===== src/rtl/pwm_ctrl_pkg.sv =====
// Shared types and default widths for the PWM control blocks.
package pwm_ctrl_pkg;

  typedef enum logic [1:0] {
    IDLE = 2'd0,
    RAMP = 2'd1,
    HOLD = 2'd2,
    DONE = 2'd3
  } fadeState_t;

  localparam int DUTY_W_DEF   = 12;
  localparam int PERIOD_W_DEF = 12;

endpackage


===== src/rtl/pwm_period_timer.sv =====
// Free-running PWM period counter with an all-ones tick decode.
// Shared with the PWM generator so both stay in lockstep out of reset.
module pwm_period_timer
  import pwm_ctrl_pkg::*;
#(
  parameter int PERIOD_W = PERIOD_W_DEF
) (
  input  logic iCLK,
  input  logic inReset,
  output logic oTick
);

  logic [PERIOD_W-1:0] count;

  always_ff @(posedge iCLK or negedge inReset) begin
    if (!inReset) count <= '0;
    else          count <= count + PERIOD_W'(1);
  end

  assign oTick = &count;

endmodule


===== src/rtl/pwm_fade_ctrl.sv =====
// Duty-cycle fade sequencer: ramps oDuty toward a target one step per PWM period.
// Define PWM_FADE_BREATHE_EN to add endless target/floor breathing.
//
// state | meaning
// IDLE  | waiting for iStart, oDuty holds its last value
// RAMP  | stepping oDuty toward the active target on each tick
// HOLD  | counting hold periods at the target
// DONE  | single cycle after completion, oDone high
module pwm_fade_ctrl
  import pwm_ctrl_pkg::*;
#(
  parameter int DUTY_W   = DUTY_W_DEF,
  parameter int PERIOD_W = PERIOD_W_DEF,
  parameter int STEP_W   = 8,
  parameter int HOLD_W   = 8
) (
  input  logic              iCLK,
  input  logic              inReset,
  input  logic              iStart,
  input  logic              iAbort,
  input  logic [DUTY_W-1:0] iTarget,
  input  logic [STEP_W-1:0] iStep,
  input  logic [HOLD_W-1:0] iHold,
`ifdef PWM_FADE_BREATHE_EN
  input  logic              iBreathe,
  input  logic [DUTY_W-1:0] iFloor,
`endif
  output logic [DUTY_W-1:0] oDuty,
  output logic              oBusy,
  output logic              oDone,
  output logic              oPeriodTick
);

  fadeState_t        state, stateNext;
  logic              tick;
  logic              startOk;
  logic [DUTY_W-1:0] target;
  logic [STEP_W-1:0] stepReg;
  logic [HOLD_W-1:0] holdLoad, holdCnt;
  logic              rampUp, reached;
  logic [DUTY_W:0]   delta, stepExt;
  logic [DUTY_W-1:0] dutyStepped, dutyNext;
  logic              busyNext, doneNext, breatheOn;
`ifdef PWM_FADE_BREATHE_EN
  logic              breathe;
  logic [DUTY_W-1:0] floorVal;
  assign breatheOn = breathe;
`else
  assign breatheOn = 1'b0;
`endif

  pwm_period_timer #(.PERIOD_W(PERIOD_W)) uTimer (
    .iCLK    (iCLK),
    .inReset (inReset),
    .oTick   (tick)
  );

  assign oPeriodTick = tick;
  assign startOk     = (state == IDLE) && iStart && !iAbort;

  // Distance to target is taken one bit wider so the step can saturate instead of wrapping.
  assign rampUp      = oDuty < target;
  assign stepExt     = (DUTY_W+1)'(stepReg);
  assign delta       = rampUp ? ({1'b0, target} - {1'b0, oDuty}) : ({1'b0, oDuty} - {1'b0, target});
  assign reached     = stepExt >= delta;
  assign dutyStepped = reached ? target
                     : (rampUp ? oDuty + DUTY_W'(stepReg) : oDuty - DUTY_W'(stepReg));

  always_ff @(posedge iCLK or negedge inReset) begin
    if (!inReset) state <= IDLE;
    else          state <= stateNext;
  end

  always_comb begin
    stateNext = state;
    if (iAbort) begin
      stateNext = IDLE;
    end else begin
      case (state)
        IDLE: if (iStart) stateNext = RAMP;
        RAMP: if (tick && reached) stateNext = (holdLoad != '0) ? HOLD : DONE;
        HOLD: if (tick && holdCnt <= HOLD_W'(1)) stateNext = breatheOn ? RAMP : DONE;
        DONE: stateNext = IDLE;
        default: stateNext = IDLE;
      endcase
    end
  end

  always_comb begin
    dutyNext = oDuty;
    busyNext = (stateNext == RAMP) || (stateNext == HOLD);
    doneNext = (stateNext == DONE);
    if (!iAbort && state == RAMP && tick) dutyNext = dutyStepped;
  end

  always_ff @(posedge iCLK or negedge inReset) begin
    if (!inReset) begin
      oDuty <= '0;
      oBusy <= 1'b0;
      oDone <= 1'b0;
    end else begin
      oDuty <= dutyNext;
      oBusy <= busyNext;
      oDone <= doneNext;
    end
  end

  always_ff @(posedge iCLK or negedge inReset) begin
    if (!inReset) begin
      target   <= '0;
      stepReg  <= STEP_W'(1);
      holdLoad <= '0;
      holdCnt  <= '0;
`ifdef PWM_FADE_BREATHE_EN
      breathe  <= 1'b0;
      floorVal <= '0;
`endif
    end else if (startOk) begin
      target   <= iTarget;
      stepReg  <= (iStep == '0) ? STEP_W'(1) : iStep;
      holdLoad <= iHold;
      holdCnt  <= iHold;
`ifdef PWM_FADE_BREATHE_EN
      breathe  <= iBreathe;
      floorVal <= iFloor;
`endif
    end else if (!iAbort && tick) begin
      if (state == RAMP && reached) begin
        holdCnt <= holdLoad;
      end else if (state == HOLD) begin
        holdCnt <= holdCnt - HOLD_W'(1);
`ifdef PWM_FADE_BREATHE_EN
        // Swap ends of the breath; hold is reloaded when RAMP next reaches the new target.
        if (breathe && holdCnt <= HOLD_W'(1)) begin
          target   <= floorVal;
          floorVal <= target;
        end
`endif
      end
    end
  end

endmodule


===== config.mk =====
export PLATFORM = sky130hd
export DESIGN_NAME = pwm_fade_ctrl
export DESIGN_NICKNAME = d
export VERILOG_FILES = /design/src/rtl/pwm_ctrl_pkg.sv /design/src/rtl/pwm_period_timer.sv /design/src/rtl/pwm_fade_ctrl.sv
export SDC_FILE = /design/constraint.sdc
export NUM_CORES = 1
export LEC_CHECK = 0
export BUFFER_PORTS_ARGS = -buffer_cell sky130_fd_sc_hd__buf_4
export CORE_MARGIN = 8
export CORE_UTILIZATION = 40
export CTS_BUF_LIST = sky130_fd_sc_hd__clkbuf_2 sky130_fd_sc_hd__clkbuf_4 sky130_fd_sc_hd__clkbuf_8
export CTS_CLUSTER_DIAMETER = 80
export DETAILED_ROUTE_END_ITERATION = 16
export GPL_TIMING_DRIVEN = 1
export PLACE_DENSITY = 0.68
export REMOVE_ABC_BUFFERS = 1
export SLEW_MARGIN = 25
export SYNTH_ARGS = -nofsm -noshare
export SYNTH_HDL_FRONTEND = slang
export SYNTH_SLANG_ARGS = --single-unit
export TNS_END_PERCENT = 50

===== constraint.sdc =====
create_clock -name iCLK -period 5.4 [get_ports iCLK]
set_input_delay 0.27 -clock iCLK [delete_from_list [all_inputs] [get_ports iCLK]]
set_output_delay 0.27 -clock iCLK [all_outputs]
set_load 0.05 [all_outputs]

# --- Word level (Yosys, flattened, before mapping) ---
# Cells that the tools add are included.
word_totals:
  input_bits: 32
  wordCells: 55
  register_bits: 64
classes:
  add_sub_neg: 6
  eq_ne: 6
  order_cmp: 3
  reduce_logical: 17
  n_mux: 14
ops:
  columns: ["cell", "count"]
  rows:
  - ["8-bit two-way mux", 5]
  - ["12-bit by 12-bit subtractor with 13-bit output", 2]
  - ["12-bit two-way mux", 2]
  - ["8-bit by 13-bit greater-or-equal comparator with 1-bit output", 1]
  - ["13-bit two-way mux", 1]
  - ["12-bit by 1-bit adder with 12-bit output (second input constant)", 1]
  - ["12-bit by 8-bit adder with 12-bit output", 1]
  - ["12-bit < comparator", 1]
  - ["12-bit AND reduction", 1]
  - ["12-bit by 8-bit subtractor with 12-bit output", 1]
  - ["2-bit == test (second input constant)", 4]
  - ["8-bit by 1-bit <= comparator with 1-bit output (second input constant)", 1]
  - ["1-bit logical AND", 8]
  - ["8-bit zero test", 1]
  - ["2-bit two-way mux", 4]
  - ["2-bit case mux with 4 select lines", 1]
  - ["8-bit nonzero test", 1]
  - ["8-bit by 1-bit subtractor with 8-bit output (second input constant)", 1]
  - ["2-bit by 1-bit == test with 1-bit output (second input constant)", 2]
  - ["3-bit nonzero test", 1]
  - ["2-bit zero test", 1]
  - ["2-bit AND reduction", 1]
  - ["2-bit nonzero test", 1]
  - ["1-bit zero test", 1]
  - ["2 further kinds", 2]

# --- Depth between registers and ports, before layout ---
# Gate-level depths: netlist of the first run.
logic_depth:
  word_depth: 9
  depth_mapped: 23
  depth_no_buf: 20

# --- Hierarchy ---
# Synthesis of the first run repeated with hierarchy kept, for this count alone.
unflattened:
  cells_unflattened: 594
  area_unflattened_um2: 5116.2
modules_own_cells:
  columns: ["module", "n_inst", "seq_area_each_um2", "cells_per_inst", "area_per_inst_um2"]
  rows:
  - ["pwm_fade_ctrl", 1, 1302.5, 552, 4599.4]
  - ["pwm_period_timer", 1, 300.3, 42, 516.7]

# --- Least setup slack after synthesis of the first run ---
# Ideal clock, no wire load.
synth_path:
  path_type: "register to register"
  startpoint: "reg oDuty[8]"
  endpoint: "reg oBusy"
  t_arrival_ns: 4.736
  path_stages_with_launch: 21
  slack_ns: 0.538
  n_path_buf: 2
  path_cell_list: "dfrtp_1 -> inv_1 -> ha_1 -> buf_2 -> a21oi_1 -> o211ai_1 -> a31oi_1 -> nand2_1 -> mux2i_1 -> xor2_1 -> ha_1 -> nand3_1 -> o31ai_1 -> a21oi_1 -> nand2b_1 -> a221o_1 -> or4_4 -> buf_6 -> a211o_1 -> a21o_1 -> ha_1"
synth_between:
  elab_chain_cells: 9
  word_cells_on_any_way: 12
synth_lines:
  columns: ["element", "line", "source"]
  rows:
  - ["start, declared", "pwm_fade_ctrl.sv:28", "output logic [DUTY_W-1:0] oDuty,"]
  - ["start signal, assigned", "pwm_fade_ctrl.sv:102", "oDuty <= dutyNext;"]
  - ["12-bit by 12-bit subtractor with 13-bit output / 12-bit < comparator (equally long branches)", "pwm_fade_ctrl.sv:64, pwm_fade_ctrl.sv:62", null]
  - ["13-bit two-way mux *", "pwm_fade_ctrl.sv:64", "assign delta = rampUp ? ({1'b0, target} - {1'b0, oDuty}) : ({1'b0, oDuty} - {1'b0, target});"]
  - ["8-bit by 13-bit greater-or-equal comparator with 1-bit output *", "pwm_fade_ctrl.sv:65", "assign reached = stepExt >= delta;"]
  - ["1-bit logical AND *", "pwm_fade_ctrl.sv:81", "RAMP: if (tick && reached) stateNext = (holdLoad != '0) ? HOLD : DONE;"]
  - ["2-bit two-way mux *", "pwm_fade_ctrl.sv:81", null]
  - ["2-bit case mux with 4 select lines *", "pwm_fade_ctrl.sv:79", "case (state)"]
  - ["2-bit two-way mux *", "pwm_fade_ctrl.sv:76", "if (iAbort) begin"]
  - ["net stateNext[0]", "pwm_fade_ctrl.sv:34", "fadeState_t state, stateNext;"]
  - ["2-bit by 1-bit == test with 1-bit output / 2-bit == test (equally long branches)", "pwm_fade_ctrl.sv:91", "busyNext = (stateNext == RAMP) || (stateNext == HOLD);"]
  - ["1-bit logical OR *", "pwm_fade_ctrl.sv:91", null]
  - ["net busyNext", "pwm_fade_ctrl.sv:43", "logic busyNext, doneNext, breatheOn;"]
  - ["end signal, assigned", "pwm_fade_ctrl.sv:103", "oBusy <= busyNext;"]
  - ["end, declared", "pwm_fade_ctrl.sv:29", "output logic oBusy,"]
# The timed path passes the listed nets; every way through them passes the cells marked *.
# A chain may end at the register's enable or synchronous reset.

# --- Final worst setup path of the first run ---
layout_path:
  startpoint: "reg oDuty[9]"
  endpoint: "reg oBusy"
# Same word-level chain as after synthesis.

==> metrics.log, run 1 <==
INFO  metric setup_repair_after_global_routing_missed_its_margin = no
INFO  metric timing.critical_path.to_type = register
INFO  metric reg2reg_setup_slack = 0.31 ns
INFO  metric sequence_of_cells_on_the_critical_path = inv_1 -> ha_1 -> and4_1 -> nand4_1 -> a21oi_2 -> nor2_4 -> buf_4 -> a2111oi_0 -> a21oi_1 -> xnor2_1 -> ha_1 -> nand2b_1 -> a221o_1 -> or4_4 -> or3_1 -> a21oi_1 -> ha_1
INFO  metric drt_pass1_iterations = 4
INFO  metric drive_above_1_share = 0.147
INFO  metric crit_path_max_fanout = 29
INFO  metric synth_sequential_area_ratio = 0.325
INFO  metric hold_wc_path_type = in -> async
INFO  metric synth-edff-count = 0
INFO  metric synth_cell_types = 66
INFO  metric worst_setup_path_endpoint = oBusy$_DFF_PN0_
INFO  metric run_status = finished with violations
INFO  metric layout_skew = 0.00982 ns
INFO  metric timing_hold_violations_final = 18
INFO  metric timing.final.crit_share = 0.943
INFO  metric max-vdd-ir-drop = 0.000213 V
INFO  metric flow.area_growth_from_synthesis = 13.2%
INFO  metric antenna_violations_before_repair = 0
INFO  metric synth_async_sr_flop_share = 1.00
INFO  metric maxSlewViolCount = 0
INFO  metric finish.net_count = 695
INFO  metric number_of_clock_sinks = 64
INFO  metric power.total = 1.76 mW
INFO  metric crit_arrival = 5.36 ns
INFO  metric synthCells = 575
INFO  metric slowest_cell_on_the_critical_path = sky130_fd_sc_hd__or4_4
INFO  metric violations = negative hold slack
INFO  metric tritoncts = built
INFO  metric top_signal_layer_used = met4
INFO  metric achievable-frequency = 196 MHz
INFO  metric timing_worst_setup_path_type = reg -> reg
INFO  metric yosys_warnings = 0
INFO  metric number_of_drc_markers_in_iteration_0 = 198
INFO  metric dieHeight = 127 µm
INFO  metric clock_latency = 0.38 ns
INFO  metric die_w = 127 µm
INFO  metric worst_path_largest_cell_delay = 0.69 ns
INFO  metric cts_inserted_buffers = 9
INFO  metric routedLengthMet1 = 5690 µm
INFO  metric cts.repair_timing.setup_buffer_count = 0
INFO  metric average_cell_area_after_synthesis = 8.57 µm²
INFO  metric first_global_vias = 4293
INFO  metric regToRegStartpoint = oDuty[9]$_DFFE_PN0P_
INFO  metric p_per_area = 316 mW/mm²
INFO  metric cts_hold_buffers = 0
INFO  metric total_global_routing_track_utilization = 0.164
INFO  metric grt_pass1_wl = 21200 µm
INFO  metric buffer_levels_on_the_longest_clock_path = 2
INFO  metric gpl.final_weighted_congestion = 0.878
INFO  metric coreArea = 0.0120 mm²
INFO  metric postLayoutCellArea = 0.00558 mm²
INFO  metric root_buffer = sky130_fd_sc_hd__clkbuf_8
INFO  metric hpwlAfterDp = 9480 µm
INFO  metric wl_met3 = 596 µm
INFO  metric dpl-instance-area = 0.00536 mm²
INFO  metric cp_num_cells = 17
INFO  metric htree_num_levels = 3
INFO  metric placement.io_buffers = 46
INFO  metric critPathTopFamily = simple AND/OR/NAND/NOR gates
INFO  metric leakage = 2.60 nW
INFO  metric synth-seq-cells = 64
INFO  metric dp_slack = 0.243 ns
INFO  metric detailroute.via_count = 4180
INFO  metric layout.cells.most_common_list = sky130_fd_sc_hd__nand2_1 (85), sky130_fd_sc_hd__dfrtp_1 (63), sky130_fd_sc_hd__a21oi_1 (51)
INFO  metric timing.critical_path.buf_inv = 2
INFO  metric worst_ep_required_time = 5.67 ns
INFO  metric dominantRegCellSynth = sky130_fd_sc_hd__dfrtp_1
INFO  metric start_util = 0.410
INFO  metric timing.slew.headroom = 0.409
INFO  metric crit_path_launch = oDuty[9]$_DFFE_PN0P_
INFO  metric clk_transition_reported_paths = 0.08 ns
INFO  metric regToRegEndpoint = oBusy$_DFF_PN0_
INFO  metric path_common_cell = sky130_fd_sc_hd__ha_1
INFO  metric layout.cells.most_common = sky130_fd_sc_hd__nand2_1
INFO  metric setup.worst_path.start_class = register
INFO  metric met2_wirelength = 6080 µm
INFO  metric routed_wire_length_per_instance = 16.5 µm
INFO  metric setup_violation_total_in_the_final_timing_report = 0
INFO  metric route.final.wire_length = 12600 µm
INFO  metric grt_max_degree = 65
INFO  metric r2r.worst_path.cells = 17
INFO  metric drv_cap = 0
INFO  metric final_period_minus_worst_setup_slack = 5.09 ns
INFO  metric drc = 0
INFO  metric post-route-worst-setup-slack = 0.305 ns
INFO  metric final.setup.tns = 0 ns
INFO  metric worst_slew_pin_slew = 0.885 ns
INFO  metric io-pin-count = 47
INFO  metric postRouteAntennaNets = 0
INFO  metric die_area = 0.0161 mm²
INFO  metric gr-total-overflow = 0
INFO  metric rows = 40
INFO  metric syn-cell-area = 0.00493 mm²
INFO  metric whs = -0.00377 ns
INFO  metric ctsResizeCount = 0
INFO  metric n_antenna_cell = 0
INFO  metric routed_via_density = 5.47
## cell usage after synthesis (7+ instances only)
cell / n / area share
sky130_fd_sc_hd__a21o_1: 16 / 0.024
sky130_fd_sc_hd__a21oi_1: 52 / 0.053
sky130_fd_sc_hd__clkbuf_1: 14 / 0.011
sky130_fd_sc_hd__dfrtp_1: 63 / 0.32
sky130_fd_sc_hd__ha_1: 48 / 0.12
sky130_fd_sc_hd__inv_1: 38 / 0.029
sky130_fd_sc_hd__nand2_1: 85 / 0.065
sky130_fd_sc_hd__nand2b_1: 7 / 0.0089
sky130_fd_sc_hd__nand3_1: 16 / 0.016
sky130_fd_sc_hd__nor2_1: 30 / 0.023
sky130_fd_sc_hd__nor3_1: 8 / 0.0081
sky130_fd_sc_hd__o21ai_0: 43 / 0.044
sky130_fd_sc_hd__or3_1: 7 / 0.0089
sky130_fd_sc_hd__xnor2_1: 23 / 0.041
sky130_fd_sc_hd__xor2_1: 18 / 0.032
## power by group
group	internal (mW)	total [mW]	switching [mW]
Sequential	0.546	0.619	0.0730
Clock	0.218	0.437	0.219
Combinational	0.312	0.706	0.394
Total	1.08	1.76	0.686
## flip-flops by register name, summed over array words and instances, names as in the netlist
signal / flops
holdLoad: 8
target: 12
oBusy: 1
oDuty: 12
oDone: 1
state: 2
stepReg: 8
holdCnt: 8
uTimer.count: 12
## cell type report
| type | count | area [µm²] |
|---|---|---|
| clock buffers | 9 | 124 |
| repair buffers | 50 | 375 |
| flip-flops and latches | 64 | 1600 |
| inverters | 38 | 143 |
| well taps | 147 | 184 |
| clock inverters | 7 | 77.6 |
| multi-input cells | 449 | 3070 |
| fillers | 1197 | 6440 |
## routing by layer
metal,GRT usage,up-vias
met5,0,-
met4,0.0637,0
met3,0.0408,18
met2,0.268,80
met1,0.203,1995
li1,-,2087
## metrics by stage
step                       util  cells
after global routing      0.464    764
after CTS                 0.463    764
after floorplan               -    551
after global placement    0.447    748
final                     0.464    764
after detailed placement  0.447    748
## worst min path at each step
stage,start,to,cells after the start
2_1_floorplan,inReset,holdCnt[0]$_DFFE_PN0P_,0
3_3_place_gp,inReset,holdLoad[6]$_DFFE_PN0P_,1
3_5_place_dp,inReset,holdCnt[3]$_DFFE_PN0P_,1
4_1_cts,inReset,holdLoad[0]$_DFFE_PN0P_,1
5_1_grt,inReset,holdLoad[0]$_DFFE_PN0P_,1
6_report,inReset,holdCnt[3]$_DFFE_PN0P_,1
## cells by family after synthesis
group | count (synthesis) | synth area share
multiplexers | 7 | 0.0147
buffers and inverters | 62 | 0.0549
XOR/XNOR | 41 | 0.0729
AND/OR/NAND/NOR | 191 | 0.184
flip-flops | 64 | 0.325
AO/OA/AOI/OAI | 159 | 0.214
adder cells (fa/ha/maj) | 51 | 0.134
(Power assumes the default switching activity.)
==> run 2: changes to the inputs <==
GPL_TIMING_DRIVEN = 0   (was 1)
PLACE_DENSITY = unset   (was 0.68)
PLACE_DENSITY_LB_ADDON = 0.12   (was unset)
SKIP_CTS_REPAIR_TIMING = 1   (was unset)
==> run 2 against run 1 <==
The flow still finishes with violations (negative hold slack). Clock-buffer cell count unchanged. Die area unchanged. Setup slack got worse by 0.041 ns. Via count is 0.86% higher.
==> metrics.log, run 2 (same netlist as run 1, synthesis figures left out) <==
INFO  metric worst_ep_required_time = 5.65 ns (-0.02 ns)
INFO  metric achievable-frequency = 195 MHz (-0.79%)
INFO  metric worst_slew_pin_slew = 0.835 ns (-0.0494 ns)
INFO  metric number_of_clock_sinks = 64 (unchanged)
INFO  metric leakage = 2.61 nW (+0.27%)
INFO  metric route.final.wire_length = 12400 µm (-2.0%)
INFO  metric routed_via_density = 5.49 (+0.34%)
INFO  metric layout.cells.most_common_list = sky130_fd_sc_hd__nand2_1 (84), sky130_fd_sc_hd__dfrtp_1 (63), sky130_fd_sc_hd__buf_4 (52)
INFO  metric run_status = finished with violations
INFO  metric cts_inserted_buffers = 9 (unchanged)
INFO  metric max-vdd-ir-drop = 0.000162 V (-24%)
INFO  metric finish.net_count = 699 (+0.58%)
INFO  metric timing_hold_violations_final = 5 (-13)
INFO  metric number_of_drc_markers_in_iteration_0 = 210 (+6.1%)
INFO  metric tritoncts = built
INFO  metric hold_wc_path_type = in -> async
INFO  metric drc = 0 (unchanged)
INFO  metric timing_worst_setup_path_type = reg -> reg
INFO  metric coreArea = 0.0120 mm² (unchanged)
INFO  metric drv_cap = 0 (unchanged)
INFO  metric setup_repair_after_global_routing_missed_its_margin = no
INFO  metric whs = -0.0111 ns (-0.00735 ns)
INFO  metric maxSlewViolCount = 0 (unchanged)
INFO  metric filler_cell_count = 1206 (+0.75%)
INFO  metric flow.area_growth_from_synthesis = 13.5%
INFO  metric crit_arrival = 5.39 ns (+0.03 ns)
INFO  metric hpwlAfterDp = 9300 µm (-1.9%)
INFO  metric clock_latency = 0.37 ns (about the same)
INFO  metric p_per_area = 308 mW/mm² (-2.5%)
INFO  metric setup.worst_path.start_class = register
INFO  metric grt_max_degree = 65 (unchanged)
INFO  metric total_global_routing_track_utilization = 0.159 (-0.00455)
INFO  metric placement.io_buffers = 46 (unchanged)
INFO  metric drive_above_1_share = 0.156 (+0.00871)
INFO  metric first_global_vias = 4335 (+0.98%)
INFO  metric final.setup.tns = 0 ns (unchanged)
INFO  metric power.total = 1.72 mW (-2.2%)
INFO  metric gr-total-overflow = 0 (unchanged)
INFO  metric final_period_minus_worst_setup_slack = 5.14 ns (+0.0408 ns)
INFO  metric postRouteAntennaNets = 0 (unchanged)
INFO  metric biggestRegsByFlops = oDuty x12, target x12, uTimer.count x12
INFO  metric setup_violation_total_in_the_final_timing_report = 0 (unchanged)
INFO  metric clk_transition_reported_paths = 0.10 ns (+0.02 ns)
INFO  metric antenna_violations_before_repair = 0 (unchanged)
INFO  metric routed_wire_length_per_instance = 16.1 µm (-2.5%)
INFO  metric die_area = 0.0161 mm² (unchanged)
INFO  metric drt_pass1_iterations = 4 (unchanged)
INFO  metric buffer_levels_on_the_longest_clock_path = 2 (unchanged)
INFO  metric timing.critical_path.to_type = register
INFO  metric grt_pass1_wl = 20700 µm (-2.3%)
INFO  metric rows = 40 (unchanged)
INFO  metric layout.cells.most_common = sky130_fd_sc_hd__nand2_1
INFO  metric n_antenna_cell = 0 (unchanged)
INFO  metric gpl.final_weighted_congestion = 0.892 (+1.6%)
INFO  metric dieHeight = 127 µm (unchanged)
INFO  metric layout_skew = 0.0209 ns (+0.0111 ns)
INFO  metric die_w = 127 µm (unchanged)
INFO  metric crit_path_max_fanout = 29 (unchanged)
INFO  metric timing.final.crit_share = 0.951 (+0.00756)
INFO  metric start_util = 0.410 (unchanged)
INFO  metric io-pin-count = 47 (unchanged)
INFO  metric timing.slew.headroom = 0.443 (+0.0344)
INFO  metric root_buffer = sky130_fd_sc_hd__clkbuf_8
INFO  metric detailroute.via_count = 4216 (+0.86%)
INFO  metric htree_num_levels = 3 (unchanged)
INFO  metric violations = negative hold slack
## run 2: cell types whose count changed in the layout (fill, tap and decap cells not counted)
| cell | previous run | this run |
|---|---|---|
| sky130_fd_sc_hd__buf_2 | 0 | 2 |
| sky130_fd_sc_hd__buf_4 | 50 | 52 |
| sky130_fd_sc_hd__a21oi_1 | 51 | 50 |
| sky130_fd_sc_hd__a21oi_2 | 1 | 2 |
| sky130_fd_sc_hd__a31oi_2 | 1 | 0 |
| sky130_fd_sc_hd__a31oi_4 | 0 | 1 |
| sky130_fd_sc_hd__bufinv_16 | 1 | 0 |
| sky130_fd_sc_hd__clkinvlp_4 | 1 | 2 |
| sky130_fd_sc_hd__nand2_1 | 85 | 84 |
| sky130_fd_sc_hd__nand2_2 | 0 | 1 |
## run 2: final timing paths
check	cells past startpoint	slack, ns	end	start
max	19	0.26	oBusy$_DFF_PN0_	oDuty[8]$_DFFE_PN0P_
min	1	-0.01	oDuty[1]$_DFFE_PN0P_	inReset
max reg2reg	19	0.26	oBusy$_DFF_PN0_	oDuty[8]$_DFFE_PN0P_
min reg2reg	1	0.45	uTimer.count[0]$_DFF_PN0_	uTimer.count[0]$_DFF_PN0_
max in group asynchronous	1	4.84	holdCnt[3]$_DFFE_PN0P_	inReset
min in group iCLK	3	0.09	target[5]$_DFFE_PN0P_	iTarget[5]
## run 2: layer usage
metal  GRT usage  share of wire
met5           0              0
met4      0.0735          0.024
met3      0.0270          0.033
met2       0.270           0.48
met1       0.194           0.46
## run 2: area by class of cell
type	count	area, µm²	area share
clock buffers	9	124	0.0221
repair buffers	54	400	0.0716
inverters	38	143	0.0255
well taps	147	184	0.0329
flip-flops and latches	64	1600	0.287
multi-input cells	449	3080	0.551
clock inverters	7	55.1	0.00984
## run 2: report_power, final
group / total (mW) / leakage [nW] / internal, mW / switching (mW)
combinational: 0.702 / 1.72 / 0.312 / 0.390
sequential: 0.618 / 0.802 / 0.546 / 0.0728
clock: 0.402 / 0.0866 / 0.171 / 0.230
total: 1.72 / 2.61 / 1.03 / 0.693
## run 2: critical path, stage by stage, from the launching register on
cell and delay, ns:
sky130_fd_sc_hd__dfrtp_1 0.45, sky130_fd_sc_hd__inv_1 0.07, sky130_fd_sc_hd__ha_1 0.47, sky130_fd_sc_hd__nand2_1 0.21
sky130_fd_sc_hd__o211ai_1 0.34, sky130_fd_sc_hd__a31o_2 0.27, sky130_fd_sc_hd__nor2_4 0.07, sky130_fd_sc_hd__nor3_1 0.18
sky130_fd_sc_hd__a21oi_1 0.08, sky130_fd_sc_hd__xnor2_1 0.17, sky130_fd_sc_hd__ha_1 0.32, sky130_fd_sc_hd__nand3_1 0.07
sky130_fd_sc_hd__o31ai_1 0.25, sky130_fd_sc_hd__a21oi_1 0.12, sky130_fd_sc_hd__nand2b_1 0.15, sky130_fd_sc_hd__a221o_1 0.28
sky130_fd_sc_hd__or4_4 0.67, sky130_fd_sc_hd__or3_1 0.37, sky130_fd_sc_hd__a21oi_1 0.21, sky130_fd_sc_hd__ha_1 0.26
## run 2: through the flow
stage | setup slack, ns | cell area, µm² | std cells | utilization
2_1_floorplan | 0.501 | 4800 | 551 | -
3_3_place_gp | -1.57 | 5330 | 744 | 0.444
6_report | 0.264 | 5590 | 768 | 0.466
4_1_cts | 0.0135 | 5550 | 765 | 0.462
3_5_place_dp | 0.0574 | 5370 | 749 | 0.447
5_1_grt | 0.0481 | 5590 | 768 | 0.466
==> run 3: changes to the inputs <==
CORE_ASPECT_RATIO = 1.4   (was unset)
GPL_TIMING_DRIVEN = unset   (was 0)
==> run 3 against run 2 <==
The run now ends clean. Setup slack gained 0.092 ns. Via count shrank 1.0%. Total power shrank 0.38%. Critical endpoint unchanged. Sequential share of layout area grew 0.27 points. Combinational power grew 1%. Sequential power is essentially flat. Clock-buffer cell count grew 2. Global-route usage grew 1.2 points. Largest power group unchanged. Die area grew 0.32%.
==> metrics.log, run 3 (same netlist as run 1, synthesis figures left out) <==
INFO  metric run_status = completed
INFO  metric layout.cells.most_common_list = sky130_fd_sc_hd__nand2_1 (85), sky130_fd_sc_hd__dfrtp_1 (63), sky130_fd_sc_hd__a21oi_1 (52)
INFO  metric antenna_violations_before_repair = 0 (unchanged)
INFO  metric setup_repair_after_global_routing_missed_its_margin = no
INFO  metric route.final.wire_length = 13200 µm (+6.6%)
INFO  metric io-pin-count = 47 (unchanged)
INFO  metric maxSlewViolCount = 0 (unchanged)
INFO  metric timing_hold_violations_final = 0 (-5)
INFO  metric cts_inserted_buffers = 9 (unchanged)
INFO  metric crit_path_launch = oDuty[9]$_DFFE_PN0P_
INFO  metric dieHeight = 147 µm (+16%)
INFO  metric postRouteAntennaNets = 0 (unchanged)
INFO  metric setup_violation_total_in_the_final_timing_report = 0 (unchanged)
INFO  metric tritoncts = built
INFO  metric drv_cap = 0 (unchanged)
INFO  metric grt_pass1_wl = 21800 µm (+5.2%)
INFO  metric coreArea = 0.0122 mm² (+1.5%)
INFO  metric timing_worst_setup_path_type = reg -> reg
INFO  metric dpl-instance-area = 0.00537 mm² (about the same)
INFO  metric crit_path_max_fanout = 15 (-48%)
INFO  metric number_of_clock_sinks = 64 (unchanged)
INFO  metric buffer_levels_on_the_longest_clock_path = 2 (unchanged)
INFO  metric p_per_area = 310 mW/mm² (+0.54%)
INFO  metric hpwlAfterDp = 10100 µm (+8.7%)
INFO  metric finish.net_count = 695 (-0.57%)
INFO  metric htree_num_levels = 3 (unchanged)
INFO  metric regToRegEndpoint = oBusy$_DFF_PN0_
INFO  metric detailroute.via_count = 4173 (-1.0%)
INFO  metric grt_max_degree = 65 (unchanged)
INFO  metric setup.worst_path.start_class = register
INFO  metric drt_pass1_iterations = 4 (unchanged)
INFO  metric timing.slew.headroom = 0.433 (-0.00980)
INFO  metric gr-total-overflow = 0 (unchanged)
INFO  metric clock_latency = 0.35 ns (-0.02 ns)
INFO  metric filler_cell_count = 1251 (+3.7%)
INFO  metric routed_via_density = 5.44 (-0.89%)
INFO  metric layout_skew = 0.0128 ns (-0.00814 ns)
INFO  metric rows = 48 (+20%)
INFO  metric timing.final.crit_share = 0.934 (-0.0170)
INFO  metric total_global_routing_track_utilization = 0.171 (+0.0121)
INFO  metric biggestRegsByFlops = oDuty x12, target x12, uTimer.count x12
INFO  metric die_w = 110 µm (-14%)
INFO  metric crit_arrival = 5.28 ns (-0.11 ns)
INFO  metric first_global_vias = 4289 (-1.1%)
INFO  metric flow.area_growth_from_synthesis = 12.5%
INFO  metric timing.critical_path.to_type = register
INFO  metric root_buffer = sky130_fd_sc_hd__clkbuf_8
INFO  metric drive_above_1_share = 0.144 (-0.0120)
INFO  metric gpl.final_weighted_congestion = 0.903 (+1.2%)
INFO  metric n_antenna_cell = 0 (unchanged)
INFO  metric placement.io_buffers = 46 (unchanged)
INFO  metric worst_slew_pin_slew = 0.850 ns (+0.0147 ns)
INFO  metric achievable-frequency = 198 MHz (+1.8%)
INFO  metric worst_setup_path_endpoint = oBusy$_DFF_PN0_
INFO  metric leakage = 2.59 nW (-0.70%)
INFO  metric number_of_drc_markers_in_iteration_0 = 115 (-45%)
INFO  metric layout.cells.most_common = sky130_fd_sc_hd__nand2_1
INFO  metric clk_transition_reported_paths = 0.08 ns (-0.02 ns)
INFO  metric die_area = 0.0162 mm² (+0.32%)
INFO  metric r2r.worst_path.cells = 17 (-2)
INFO  metric worst_ep_required_time = 5.64 ns (about the same)
INFO  metric final.setup.tns = 0 ns (unchanged)
INFO  metric hold_wc_path_type = in -> async
INFO  metric drc = 0 (unchanged)
INFO  metric postLayoutCellArea = 0.00554 mm² (-0.92%)
INFO  metric reg2reg_setup_slack = 0.36 ns (+0.09 ns)
INFO  metric routed_wire_length_per_instance = 17.2 µm (+6.7%)
INFO  metric regToRegStartpoint = oDuty[9]$_DFFE_PN0P_
INFO  metric start_util = 0.404 (-0.00606)
INFO  metric final_period_minus_worst_setup_slack = 5.04 ns (-0.0916 ns)
INFO  metric max-vdd-ir-drop = 0.000140 V (-14%)
run 3: changes by cell type in the layout (fill, tap and decap cells not counted), sizes merged:
cell      change
clkinvlp      -1
clkbuf        +2
clkinv        +2
buf           -4
inv           -3
run 3: per-stage QoR:
step                instances  power, mW  hold slack (ns)   util  worst slack (ns)
CTS                       767       1.73           0.0561  0.455             0.398
finish                    767       1.72           0.0164  0.455             0.356
floorplan                 551       1.14          -0.0256      -             0.501
global placement          751       1.33            0.432  0.440             0.316
global route              767       1.85           0.0947  0.455            0.0424
detailed placement        751       1.33            0.440  0.440             0.401
run 3: worst min path at each step:
| stage | startpoint | to | slack [ns] | depth (start not counted) |
|---|---|---|---|---|
| after global routing | inReset | oDuty[1]$_DFFE_PN0P_ | 0.09 | 1 |
| after floorplan | inReset | holdCnt[0]$_DFFE_PN0P_ | -0.03 | 0 |
| final | inReset | uTimer.count[4]$_DFF_PN0_ | 0.02 | 1 |
| after CTS | inReset | oDuty[1]$_DFFE_PN0P_ | 0.06 | 1 |
| after detailed placement | inReset | uTimer.count[4]$_DFF_PN0_ | 0.44 | 1 |
| after global placement | inReset | uTimer.count[2]$_DFF_PN0_ | 0.43 | 1 |
run 3: area by class of cell:
type                    instances  area [µm²]  area share
multi-input cells             449        3060       0.552
flip-flops and latches         64        1600       0.289
repair buffers                 50         375      0.0677
well taps                     150         188      0.0339
inverters                      38         143      0.0257
clock buffers                  11         139      0.0251
clock inverters                 5        35.0     0.00632
run 3: power by group:
| part | total, mW | internal, mW | switching [mW] |
|---|---|---|---|
| Combinational | 0.711 | 0.313 | 0.398 |
| Sequential | 0.619 | 0.546 | 0.0730 |
| Clock | 0.387 | 0.177 | 0.209 |
| Total | 1.72 | 1.04 | 0.680 |
run 3: metal layers:
| metal | part of all wire | vias up | track usage |
|---|---|---|---|
| met5 | 0 | - | 0 |
| met2 | 0.53 | 80 | 0.302 |
| met3 | 0.030 | 22 | 0.0294 |
| li1 | - | 2082 | - |
| met1 | 0.42 | 1989 | 0.197 |
| met4 | 0.025 | 0 | 0.0658 |
run 3: worst max-delay path, cell delays in order (launching register included):
cell                        delay, ns
sky130_fd_sc_hd__dfrtp_1         0.46
sky130_fd_sc_hd__inv_1           0.07
sky130_fd_sc_hd__ha_1            0.52
sky130_fd_sc_hd__and4_1          0.31
sky130_fd_sc_hd__nand4_1         0.16
sky130_fd_sc_hd__a21oi_1         0.38
sky130_fd_sc_hd__nor2_4          0.09
sky130_fd_sc_hd__buf_4           0.21
sky130_fd_sc_hd__a2111oi_0       0.47
sky130_fd_sc_hd__a21oi_1         0.11
sky130_fd_sc_hd__xnor2_1         0.18
sky130_fd_sc_hd__ha_1            0.29
sky130_fd_sc_hd__nand2b_1        0.05
sky130_fd_sc_hd__a221o_1         0.29
sky130_fd_sc_hd__or4_4           0.56
sky130_fd_sc_hd__or3_1           0.35
sky130_fd_sc_hd__a21oi_1         0.20
sky130_fd_sc_hd__ha_1            0.25
